===== config.mk =====
export PLATFORM = sky130hd
export DESIGN_NAME = pixel_scheduler
export DESIGN_NICKNAME = d
export VERILOG_FILES = /design/src/rtl/pixel_scheduler.sv
export SDC_FILE = /design/constraint.sdc
export NUM_CORES = 1
export LEC_CHECK = 0
export CAP_MARGIN = 0
export CORE_ASPECT_RATIO = 1.1
export CORE_UTILIZATION = 55
export CTS_CLUSTER_DIAMETER = 50
export CTS_CLUSTER_SIZE = 16
export DETAILED_ROUTE_END_ITERATION = 12
export PLACE_DENSITY = 0.85
export SLEW_MARGIN = 20
export SYNTH_ARGS = -nofsm -noshare
export SYNTH_HDL_FRONTEND = slang
export SYNTH_SLANG_ARGS = --single-unit

===== constraint.sdc =====
create_clock -name clock -period 10.5 [get_ports clock]
set_clock_uncertainty 0.15 [all_clocks]
set_input_delay 3.15 -clock clock [delete_from_list [all_inputs] [get_ports clock]]
set_output_delay 3.15 -clock clock [all_outputs]
set_load 0.05 [all_outputs]

===== src/rtl/pixel_scheduler.sv =====
`default_nettype none
// +--------------------------------------------------------------------------+
// | pixel_scheduler: per-solver frame walker issuing coordinates to an       |
// | escape-time solver and streaming (addr, value) results. Optional macro:  |
// | PIXEL_SCHEDULER_SATURATE_EN saturates the pixel value.                    |
// | Revision: 1.0                                                            |
// +--------------------------------------------------------------------------+
module pixel_scheduler #(
  parameter int COORD_W     = 27,
  parameter int ITER_W      = 32,
  parameter int RESULT_W    = 4,
  parameter int VALUE_SHIFT = 6,
  parameter int NUM_COLUMNS = 640,
  parameter int NUM_ROWS    = 480,
  parameter int NUM_SOLVERS = 1,
  parameter int SOLVER_ID   = 0,
  parameter int ADDR_W      = 19
) (
  input  logic                clock,
  input  logic                reset,
  input  logic                start,
  input  logic                abort,
  input  logic                mode,
  input  logic [COORD_W-1:0]  min_x,
  input  logic [COORD_W-1:0]  min_y,
  input  logic [COORD_W-1:0]  dx,
  input  logic [COORD_W-1:0]  dy,
  output logic                sol_start,
  output logic                sol_flush,
  output logic [COORD_W-1:0]  sol_c_re,
  output logic [COORD_W-1:0]  sol_c_im,
  input  logic                sol_done,
  input  logic [ITER_W-1:0]   sol_result,
  output logic                pix_valid,
  input  logic                pix_ready,
  output logic [ADDR_W-1:0]   pix_addr,
  output logic [RESULT_W-1:0] pix_value,
  output logic                busy,
  output logic                done
);

  localparam int COL_W = $clog2(NUM_COLUMNS + NUM_SOLVERS + 1);
  localparam int ROW_W = $clog2(NUM_ROWS + NUM_SOLVERS + 1);
  localparam logic [ADDR_W-1:0]  c_row_step   = ADDR_W'(NUM_SOLVERS * NUM_COLUMNS - (NUM_COLUMNS - 1));
  localparam logic [ADDR_W-1:0]  c_row0_addr  = ADDR_W'(SOLVER_ID * NUM_COLUMNS);
  localparam logic [COORD_W-1:0] c_sid        = COORD_W'(SOLVER_ID);
  localparam logic [COORD_W-1:0] c_nsol       = COORD_W'(NUM_SOLVERS);
  localparam logic [COORD_W-1:0] c_ncol       = COORD_W'(NUM_COLUMNS);

  typedef enum logic [2:0] {
    S_IDLE  = 3'd0,
    S_ISSUE = 3'd1,
    S_WAIT  = 3'd2,
    S_EMIT  = 3'd3,
    S_DONE  = 3'd4
  } state_t;

  state_t              r_state, w_next_state;
  logic                r_mode;
  logic [COORD_W-1:0]  r_min_x, r_dx, r_dy, r_stride_x, r_wrap_x, r_stride_y;
  logic [COORD_W-1:0]  r_x, r_y;
  logic [COL_W-1:0]    r_col;
  logic [ROW_W-1:0]    r_row;
  logic [ADDR_W-1:0]   r_addr;
  logic [RESULT_W-1:0] r_value;
  logic                r_pix_valid, r_sol_flush;

  // First owned pixel, derived directly from the start-cycle inputs
  logic [COL_W-1:0]    w_first_col;
  logic [ROW_W-1:0]    w_first_row;
  logic [COORD_W-1:0]  w_first_x, w_first_y;
  logic [ADDR_W-1:0]   w_first_addr;
  logic                w_first_empty;

  assign w_first_col   = mode ? COL_W'(SOLVER_ID) : '0;
  assign w_first_row   = mode ? '0 : ROW_W'(SOLVER_ID);
  assign w_first_x     = mode ? min_x + c_sid * dx : min_x;
  assign w_first_y     = mode ? min_y : min_y + c_sid * dy;
  assign w_first_addr  = mode ? ADDR_W'(SOLVER_ID) : c_row0_addr;
  assign w_first_empty = (w_first_row >= ROW_W'(NUM_ROWS));

  logic [COL_W-1:0]    w_col_inc, w_nxt_col;
  logic [ROW_W-1:0]    w_nxt_row;
  logic [COORD_W-1:0]  w_nxt_x, w_nxt_y;
  logic [ADDR_W-1:0]   w_nxt_addr;
  logic                w_last;

  always_comb begin
    w_col_inc  = r_col + COL_W'(NUM_SOLVERS);
    w_nxt_col  = r_col;
    w_nxt_row  = r_row;
    w_nxt_x    = r_x;
    w_nxt_y    = r_y;
    w_nxt_addr = r_addr;
    if (!r_mode) begin
      if (r_col < COL_W'(NUM_COLUMNS - 1)) begin
        w_nxt_col  = r_col + 1'b1;
        w_nxt_x    = r_x + r_dx;
        w_nxt_addr = r_addr + 1'b1;
      end else begin
        w_nxt_col  = '0;
        w_nxt_x    = r_min_x;
        w_nxt_row  = r_row + ROW_W'(NUM_SOLVERS);
        w_nxt_y    = r_y + r_stride_y;
        w_nxt_addr = r_addr + c_row_step;
      end
    end else begin
      w_nxt_addr = r_addr + ADDR_W'(NUM_SOLVERS);
      if (w_col_inc >= COL_W'(NUM_COLUMNS)) begin
        w_nxt_col = w_col_inc - COL_W'(NUM_COLUMNS);
        w_nxt_x   = r_x + r_stride_x - r_wrap_x;
        w_nxt_row = r_row + 1'b1;
        w_nxt_y   = r_y + r_dy;
      end else begin
        w_nxt_col = w_col_inc;
        w_nxt_x   = r_x + r_stride_x;
      end
    end
  end

  assign w_last = (w_nxt_row >= ROW_W'(NUM_ROWS));

  logic [RESULT_W-1:0] w_value;
`ifdef PIXEL_SCHEDULER_SATURATE_EN
  logic [ITER_W-1:0] w_shifted;
  assign w_shifted = sol_result >> VALUE_SHIFT;
  assign w_value   = (|w_shifted[ITER_W-1:RESULT_W]) ? '1 : w_shifted[RESULT_W-1:0];
`else
  assign w_value = sol_result[VALUE_SHIFT+RESULT_W-1:VALUE_SHIFT];
`endif

  always_ff @(posedge clock) begin
    if (reset) r_state <= S_IDLE;
    else       r_state <= w_next_state;
  end

  always_comb begin
    w_next_state = r_state;
    sol_start    = 1'b0;
    busy         = 1'b1;
    done         = 1'b0;
    case (r_state)
      S_IDLE: begin
        busy = 1'b0;
        if (start) w_next_state = w_first_empty ? S_DONE : S_ISSUE;
      end
      S_ISSUE: begin
        sol_start    = 1'b1;
        w_next_state = S_WAIT;
      end
      S_WAIT: if (sol_done) w_next_state = S_EMIT;
      S_EMIT: if (pix_ready) w_next_state = w_last ? S_DONE : S_ISSUE;
      S_DONE: begin
        busy = 1'b0;
        done = 1'b1;
        if (start) w_next_state = w_first_empty ? S_DONE : S_ISSUE;
      end
      default: w_next_state = S_IDLE;
    endcase
    if (abort) w_next_state = S_IDLE;
  end

  always_ff @(posedge clock) begin
    if (reset) begin
      r_mode      <= 1'b0;
      r_min_x     <= '0;
      r_dx        <= '0;
      r_dy        <= '0;
      r_stride_x  <= '0;
      r_wrap_x    <= '0;
      r_stride_y  <= '0;
      r_x         <= '0;
      r_y         <= '0;
      r_col       <= '0;
      r_row       <= '0;
      r_addr      <= '0;
      r_value     <= '0;
      r_pix_valid <= 1'b0;
      r_sol_flush <= 1'b0;
    end else begin
      r_sol_flush <= abort && (r_state == S_ISSUE || r_state == S_WAIT);
      if (abort) begin
        r_pix_valid <= 1'b0;
      end else begin
        case (r_state)
          S_IDLE, S_DONE: if (start) begin
            r_mode     <= mode;
            r_min_x    <= min_x;
            r_dx       <= dx;
            r_dy       <= dy;
            r_stride_x <= c_nsol * dx;
            r_wrap_x   <= c_ncol * dx;
            r_stride_y <= c_nsol * dy;
            r_col      <= w_first_col;
            r_row      <= w_first_row;
            r_x        <= w_first_x;
            r_y        <= w_first_y;
            r_addr     <= w_first_addr;
          end
          S_WAIT: if (sol_done) begin
            r_value     <= w_value;
            r_pix_valid <= 1'b1;
          end
          S_EMIT: if (pix_ready) begin
            r_pix_valid <= 1'b0;
            r_col       <= w_nxt_col;
            r_row       <= w_nxt_row;
            r_x         <= w_nxt_x;
            r_y         <= w_nxt_y;
            r_addr      <= w_nxt_addr;
          end
          default: ;
        endcase
      end
    end
  end

  assign sol_flush = r_sol_flush;
  assign sol_c_re  = r_x;
  assign sol_c_im  = r_y;
  assign pix_valid = r_pix_valid;
  assign pix_addr  = r_addr;
  assign pix_value = r_value;

endmodule
`default_nettype wire


==> impl_summary.md, run 1 <==
Hold path
The worst hold path belongs to the class flop to flop.

Synth
The post-synthesis cell type count is between 60 and 70. The synthesized design contains 0 enable-type register cells. Yosys printed 0 warnings.

The share of flip-flops with an asynchronous set or reset is 0%. After synthesis, flip-flops and latches occupy a little under a third of the total area. The post-synthesis net count is slightly below 2000.

The cell count after synthesis is 1663. The predominant post-synthesis flop cell is sky130_fd_sc_hd__dfxtp_1. The post-synthesis average cell area is about 7.6 µm². The register bit total from synthesis is 201.

The synthesized cell area is between 0.01 and 0.015 mm².

Die
The floorplan has 57 rows. 229 I/O pins were placed. The initial cell density of the core is between 50% and 60%. Measured along the x axis, the die boundary spans 147 µm. The floorplan step defined a core boundary enclosing ~0.022 mm².

The floorplan step defined a die boundary enclosing between 0.02 and 0.025 mm². In this run the vertical extent of the chip is around 160 µm.

Final layout
In the final layout, the multi-input gates occupy roughly 0.008 mm². The final net count is 2072. With fillers left out, the area of the finished cells amounts to about 0.016 mm². The layout overhead on the synthesized area is 22.9%. In the final layout, the share of cells above drive strength 1 is 3.77%. The post-route non-filler standard cell count is approximately 2100. Leaving out fill and tap cells, the most frequent cells in the layout are sky130_fd_sc_hd__nand2_1 (305), sky130_fd_sc_hd__a21oi_1 (202), sky130_fd_sc_hd__dfxtp_1 (201). The library cell used most frequently in the layout, excluding fill and tap cells, is sky130_fd_sc_hd__nand2_1. The layout filler cell count is between 1500 and 2000. In the final layout, flip-flops and latches occupy 0.00402 mm².

GRT
The number of antenna violations at the first check in global routing is 1. The total routing usage reported by global routing is between 20% and 30%. The first global-routing pass estimated between 50 and 60 mm of wire. Entering global routing, the biggest net connects ~100 pins. The global-route congestion overflow total is 0.

The via count of the first global-routing pass was 12200.

Critical path
The sort of element at the end of the critical path is a flop. The register-to-register setup slack is a little over 5000 ps. Along the worst path, the maximum fanout reaches 3. The critical path goes through clkdlybuf4s50_1, ha_1, ha_1, fa_1, a21o_1, a21oi_1, o21bai_1, a2111oi_0, o31ai_1, o41ai_1, xnor2_1, nand2b_1, a21oi_1.

The startpoint kind of the worst setup timing path is an input port. The critical path data required time is 10790 ps. The worst setup path is of the input port to flop kind.

The slowest stage of the critical path belongs to the cell sky130_fd_sc_hd__a2111oi_0. Data arrives at the worst endpoint at around 6900 ps. For this run, the slowest stage of the critical path takes roughly 730 ps.

Clock tree
In this run the deepest clock path goes through 3 buffers. The number of buffers added by the clock tree synthesis step is 24. The number of levels the H-tree was split into is 1. The TritonCTS clock tree is done. The root buffer selected by CTS is sky130_fd_sc_hd__clkbuf_16.

The number of gates resized after CTS was 0. The clock drives between 200 and 250 sinks. The worst-skew pair later-pin latency is roughly 540 ps. Hold repair after CTS inserted 0 buffers. In this run the post-CTS setup repair buffer count came out at 0.

After clock tree synthesis, the clock-pin slew on the worst setup and hold paths is ~70 ps.

Placement
The final estimated routing congestion in global placement is between 0.9 and 1. Input and output buffers added on the ports amount to 200. Once detailed placement completed, the half-perimeter wirelength came to ~25 mm. The cell total after placement is 2081.

In this run the cell area measured after placement is about 0.015 mm².

Run status
The run finished with clean final reports.

Timing
In this run the tightest slew margin relative to its limit is about a quarter. The share of the clock period used by the worst path is between 60% and 70%. The highest clock rate is roughly 150 MHz.

The hold violation count in the final report is 0. The final number of max-transition violations is 0. The actual transition at the worst max-transition pin is ~1100 ps. Setup repair after global routing left no endpoint under its margin. Adding up every negative setup slack in the final design gives 0 ps.

Setup violations remaining at the end of the flow were counted as 0. The routed design could run at a clock period as short as roughly 6600 ps.

Detailed routing
The count of nets left with antenna violations once routing finished came out at 0. The mean routed wirelength per cell is approximately 17 µm. The number of vias in the routed layout is roughly 13000. The iteration count of the initial detailed-routing pass is 5.

The DRC violations left is 0. The number of design-rule violations left by the first detailed-router iteration is between 800 and 900. In the routed layout, each cell is associated on average with a via count of ~6.0. The final wirelength is around 36 mm.

Power
VDD sags by at most approximately 0.097 mV. In this run the power density over the cells is approximately 150 mW/mm². The total power of the final layout is around 2.3 mW. The analysis attributes to cell leakage a power of about 6.1 nW.

Flow run
Max-cap violations in this run came to 0.
[final timing paths]
check | startpoint | endpoint | depth (start not counted)
worst max register to register | r_stride_x[0]$_SDFFE_PP0P_ | sol_c_re[23]$_SDFFE_PP0P_ | 18
worst max-delay path | dx[3] | r_wrap_x[26]$_SDFFE_PP0P_ | 13
worst min register to register | r_min_x[11]$_SDFFE_PP0P_ | r_min_x[11]$_SDFFE_PP0P_ | 2
worst min-delay path | r_min_x[11]$_SDFFE_PP0P_ | r_min_x[11]$_SDFFE_PP0P_ | 2
[critical path: cells and delay by family]
family	cells	cell delay (ps)
buffers and inverters	1	530
AOI/OAI and AO/OA	7	2090
adders and majority gates	3	880
xor gates and xnor gates	1	120
and+or+nand+nor	1	150
[logic make-up (layout without fill, tap and decap cells)]
logic type / count (synthesis) / after routing / synth area share [%]
buffers and inverters: 132 / 298 / 4.12
XOR/XNOR: 102 / 102 / 7.05
AND/OR/NAND/NOR: 643 / 643 / 22.2
multiplexers: 7 / 7 / 0.553
other: 0 / 2 / 0
adder cells (fa/ha/maj): 113 / 113 / 11.4
AO/OA/AOI/OAI: 465 / 465 / 22.9
flip-flops: 201 / 201 / 31.8
[Yosys cell counts (all sizes together) (5+ instances only)]
master / instances / share of area, %
nand2: 307 / 9.1
a21oi: 203 / 8.0
dfxtp: 201 / 32
nor2: 154 / 4.6
ha: 109 / 11
o21ai: 68 / 2.7
clkbuf: 62 / 1.8
xnor2: 57 / 3.9
inv: 46 / 1.4
xor2: 45 / 3.1
nor3: 42 / 1.7
nand3: 41 / 1.6
a211oi: 26 / 1.5
a21o: 26 / 1.5
buf: 24 / 0.92
a311oi: 22 / 1.5
o21a: 17 / 1.0
o21bai: 16 / 0.95
nand4: 15 / 0.74
or3: 14 / 0.69
nor2b: 13 / 0.64
nor4: 13 / 0.76
o31ai: 12 / 0.71
and3: 11 / 0.54
o211ai: 11 / 0.65
o41ai: 8 / 0.55
mux2i: 7 / 0.55
a221oi: 6 / 0.41
a31oi: 6 / 0.30
nand2b: 6 / 0.30
nand3b: 6 / 0.36
a2111oi: 5 / 0.39
a22oi: 5 / 0.30
and2: 5 / 0.25
o311ai: 5 / 0.35
or2: 5 / 0.25
[state kept, by name, indices dropped and copies added, names as in the netlist]
name,flops
r_col,10
r_mode,1
pix_valid,1
r_state,3
pix_addr,19
pix_value,4
r_row,9
r_min_x,27
sol_c_im,27
r_stride_y,27
r_wrap_x,18
r_stride_x,27
sol_c_re,27
sol_flush,1
[layer usage]
metal | up-vias | track usage [%] | part of all wire, %
li1 | 6182 | - | -
met2 | 473 | 53.1 | 50
met4 | 0 | 12.0 | 3.2
met5 | - | 0 | 0
met3 | 74 | 3.50 | 6.1
met1 | 5957 | 35.2 | 41
[final cells by class]
type | count | area share, %
multi-input combinational | 1330 | 52.3
sequential | 201 | 25.8
timing repair buffer | 209 | 13.3
clock buffer | 25 | 3.94
tap | 295 | 2.37
inverter | 46 | 1.11
clock inverter | 18 | 1.08
antenna | 2 | 0.0321
[report_power, final]
| part | leakage, nW | switching [mW] | internal [mW] | total (mW) |
|---|---|---|---|---|
| logic | 4.09 | 0.382 | 0.268 | 0.651 |
| registers | 1.64 | 0.0362 | 0.808 | 0.844 |
| clock network | 0.383 | 0.373 | 0.444 | 0.817 |
| total | 6.11 | 0.792 | 1.52 | 2.31 |
[metrics by stage]
stage	util [%]	setup slack [ps]	hold WS, ps
final	69.8	3870	305
after floorplan	-	4490	282
after detailed placement	66.3	3470	298
after global routing	69.8	3740	327
after global placement	66.3	3530	291
after CTS	69.8	3990	306
No activity file was read; power rests on OpenSTA's default activity.
==> run 2, diff against run 1 <==
--- a/config.mk
+++ b/config.mk
@@ -7,11 +7,11 @@
 export LEC_CHECK = 0
 export CAP_MARGIN = 0
 export CORE_ASPECT_RATIO = 1.1
-export CORE_UTILIZATION = 55
+export CORE_UTILIZATION = 49
 export CTS_CLUSTER_DIAMETER = 50
 export CTS_CLUSTER_SIZE = 16
 export DETAILED_ROUTE_END_ITERATION = 12
-export PLACE_DENSITY = 0.85
+export PLACE_DENSITY = 0.8
 export SLEW_MARGIN = 20
 export SYNTH_ARGS = -nofsm -noshare
 export SYNTH_HDL_FRONTEND = slang
==> constraint.sdc (replaced) <==
create_clock -name clock -period 5.5 [get_ports clock]
set_clock_uncertainty 0.15 [all_clocks]
set_input_delay 1.65 -clock clock [delete_from_list [all_inputs] [get_ports clock]]
set_output_delay 1.65 -clock clock [all_outputs]
set_load 0.05 [all_outputs]
==> impl_summary.md, run 2 (synthesized netlist as in run 1, its figures left out) <==
GRT
The global-route congestion overflow total is 0. The first-pass GRT wire length is ~57 mm. Entering global routing, the biggest net connects 70 pins. The via count of the first global-routing pass is around 12000. Global routing consumed, over all layers together, a little over a quarter of the routing resources. The number of antenna violations at the first check in global routing is 1.

Die
The area of the core is between 0.02 and 0.03 mm². The count of pins on the block boundary is roughly 230. The width of the die is around 160 µm. The die is roughly 170 µm tall. The die covers ~0.027 mm². The number of placement rows is 61. The initial cell density of the core is 50.0%.

Timing
Counting I/O delays and the setup requirement, the final critical path takes between 5000 and 6000 ps. The final number of max-transition violations is 0. Setup violations remaining at the end of the flow were counted as 0.

The share of the clock period used by the worst path is between 90% and 100%. Setup repair after global routing left no endpoint under its margin. The actual transition at the worst max-transition pin is between 900 and 1000 ps.

The post-route setup TNS is 0 ps. The headroom to the max-slew limit is approximately 34%. Timing would allow up to between 150 and 200 MHz. The hold violation count in the final report was 0.

Detailed routing
The routed design has around 36 mm of wire. After the first detailed-routing iteration, the DRC count stood at about 840. In the final routed layout, each cell accounts on average for 16.5 µm.

The iteration count of the initial detailed-routing pass is 5. The number of vias in the routed layout is between 10000 and 15000. The number of vias per cell after detailed routing is roughly 5.8. The number of routed nets with antenna violations is 0. The DRC violations left is 0.

Final layout
Measured on the finished design, the core utilization comes to 62.5%. Of the cells placed in the final design, the portion with a size suffix greater than 1 is 4.35%. The area growth from synthesis to layout is 24.9%.

The net count of the finished layout is around 2100. The most common cell after layout, fill and taps aside is sky130_fd_sc_hd__nand2_1. The top cell types in the final layout, fill and taps aside, are sky130_fd_sc_hd__nand2_1 (305), sky130_fd_sc_hd__a21oi_1 (202), sky130_fd_sc_hd__dfxtp_1 (201).

Power
The total power density per cell area is between 200 and 300 mW/mm². In this run the static leakage power is roughly 6.2 nW. The worst-case IR drop observed on VDD is ~0.17 mV.

Critical path
The worst-path maximum fanout is 6. The critical path data arrival time is around 5400 ps. STA classifies the critical path endpoint as a flop.

The startpoint kind of the worst setup timing path is a flop. The critical path start-end classification is flop to flop. For the worst setup path, the data required time is 5740 ps.

Flow run
The tool flagged a number of max-cap violations equal to 0.

Clock tree
The later pin in the worst-skew pair is clocked with a latency of around 530 ps. Clock-pin slew was measured on the worst setup and hold paths at 70 ps. The buffer count from post-CTS setup fixing is 0. The number of levels the H-tree was split into is 1. Once the clock tree was built, the resizer swapped 0 gates to a different size. The number of sinks on the clock net is 201.

Buffers inserted during clock tree synthesis total 24. The root buffer selected by CTS is sky130_fd_sc_hd__clkbuf_16. The TritonCTS clock tree is done. The post-cts hold buffer count is 0. The maximum count of clock buffers along a single path is 3.

Run status
The flow ran to the end, and the final reports show no timing, DRC or antenna violations.

Placement
Routability-driven placement finished with a final weighted congestion of 0.920. Summed over all nets, the half-perimeter wirelength after detailed placement is ~26 mm. The number of input and output port buffers inserted is 200.

Hold path
In this run the worst hold path is classified as flop to flop.
-- run 2: critical path, stage by stage (launching register included) --
cell and delay [ps]:
sky130_fd_sc_hd__dfxtp_1 370, sky130_fd_sc_hd__ha_1 210, sky130_fd_sc_hd__inv_1 70, sky130_fd_sc_hd__fa_1 390
sky130_fd_sc_hd__and2b_1 250, sky130_fd_sc_hd__o31ai_1 120, sky130_fd_sc_hd__a2111oi_4 420, sky130_fd_sc_hd__nor3_1 130
sky130_fd_sc_hd__o31a_1 370, sky130_fd_sc_hd__o21ai_0 220, sky130_fd_sc_hd__xor2_1 250, sky130_fd_sc_hd__ha_1 350
sky130_fd_sc_hd__a21oi_1 190, sky130_fd_sc_hd__nor2b_1 90, sky130_fd_sc_hd__o41ai_1 360, sky130_fd_sc_hd__o2bb2ai_1 140
sky130_fd_sc_hd__o41ai_1 360, sky130_fd_sc_hd__xnor2_1 180, sky130_fd_sc_hd__o31ai_1 260, sky130_fd_sc_hd__o22ai_1 90
-- run 2: path summary, 6_finish.rpt --
kind                               end  slack, ps  depth (start not counted)                       start
max          sol_c_re[26]$_SDFFE_PP0P_        380                         19  r_stride_x[0]$_SDFFE_PP0P_
min          r_wrap_x[20]$_SDFFE_PP0P_        300                          2   r_wrap_x[20]$_SDFFE_PP0P_
max reg2reg  sol_c_re[26]$_SDFFE_PP0P_        380                         19  r_stride_x[0]$_SDFFE_PP0P_
min reg2reg  r_wrap_x[20]$_SDFFE_PP0P_        300                          2   r_wrap_x[20]$_SDFFE_PP0P_
-- run 2: final cells by class --
type,count,area [µm²]
clock inverter,17,220
multi-input combinational,1330,8170
inverter,46,173
timing repair buffer,219,2150
clock buffer,27,653
fill,2250,9510
tap,346,433
antenna,1,2.50
sequential,201,4020
-- run 2: metrics by stage --
step	worst slack (ps)	area (µm²)	total power [mW]	cells	hold WS, ps
6_report	376	15800	4.59	2187	304
5_1_grt	97.5	15800	4.80	2187	324
4_1_cts	308	15800	4.60	2186	303
3_5_place_dp	307	14900	2.87	2142	295
3_3_place_gp	296	14900	2.85	2142	289
2_1_floorplan	636	12700	2.51	1663	282
-- run 2: metal layers --
metal  GRT usage, %  vias up  routed length, µm
li1               -     6208                  -
met1           32.3     5940              15500
met2           46.6      392              17500
met3           3.04       72               1930
met4           9.38        0               1070
met5              0        -                  0
-- run 2: power breakdown --
part | switching, mW | internal [mW]
combinational | 0.737 | 0.518
sequential | 0.0686 | 1.54
clock | 0.700 | 1.02
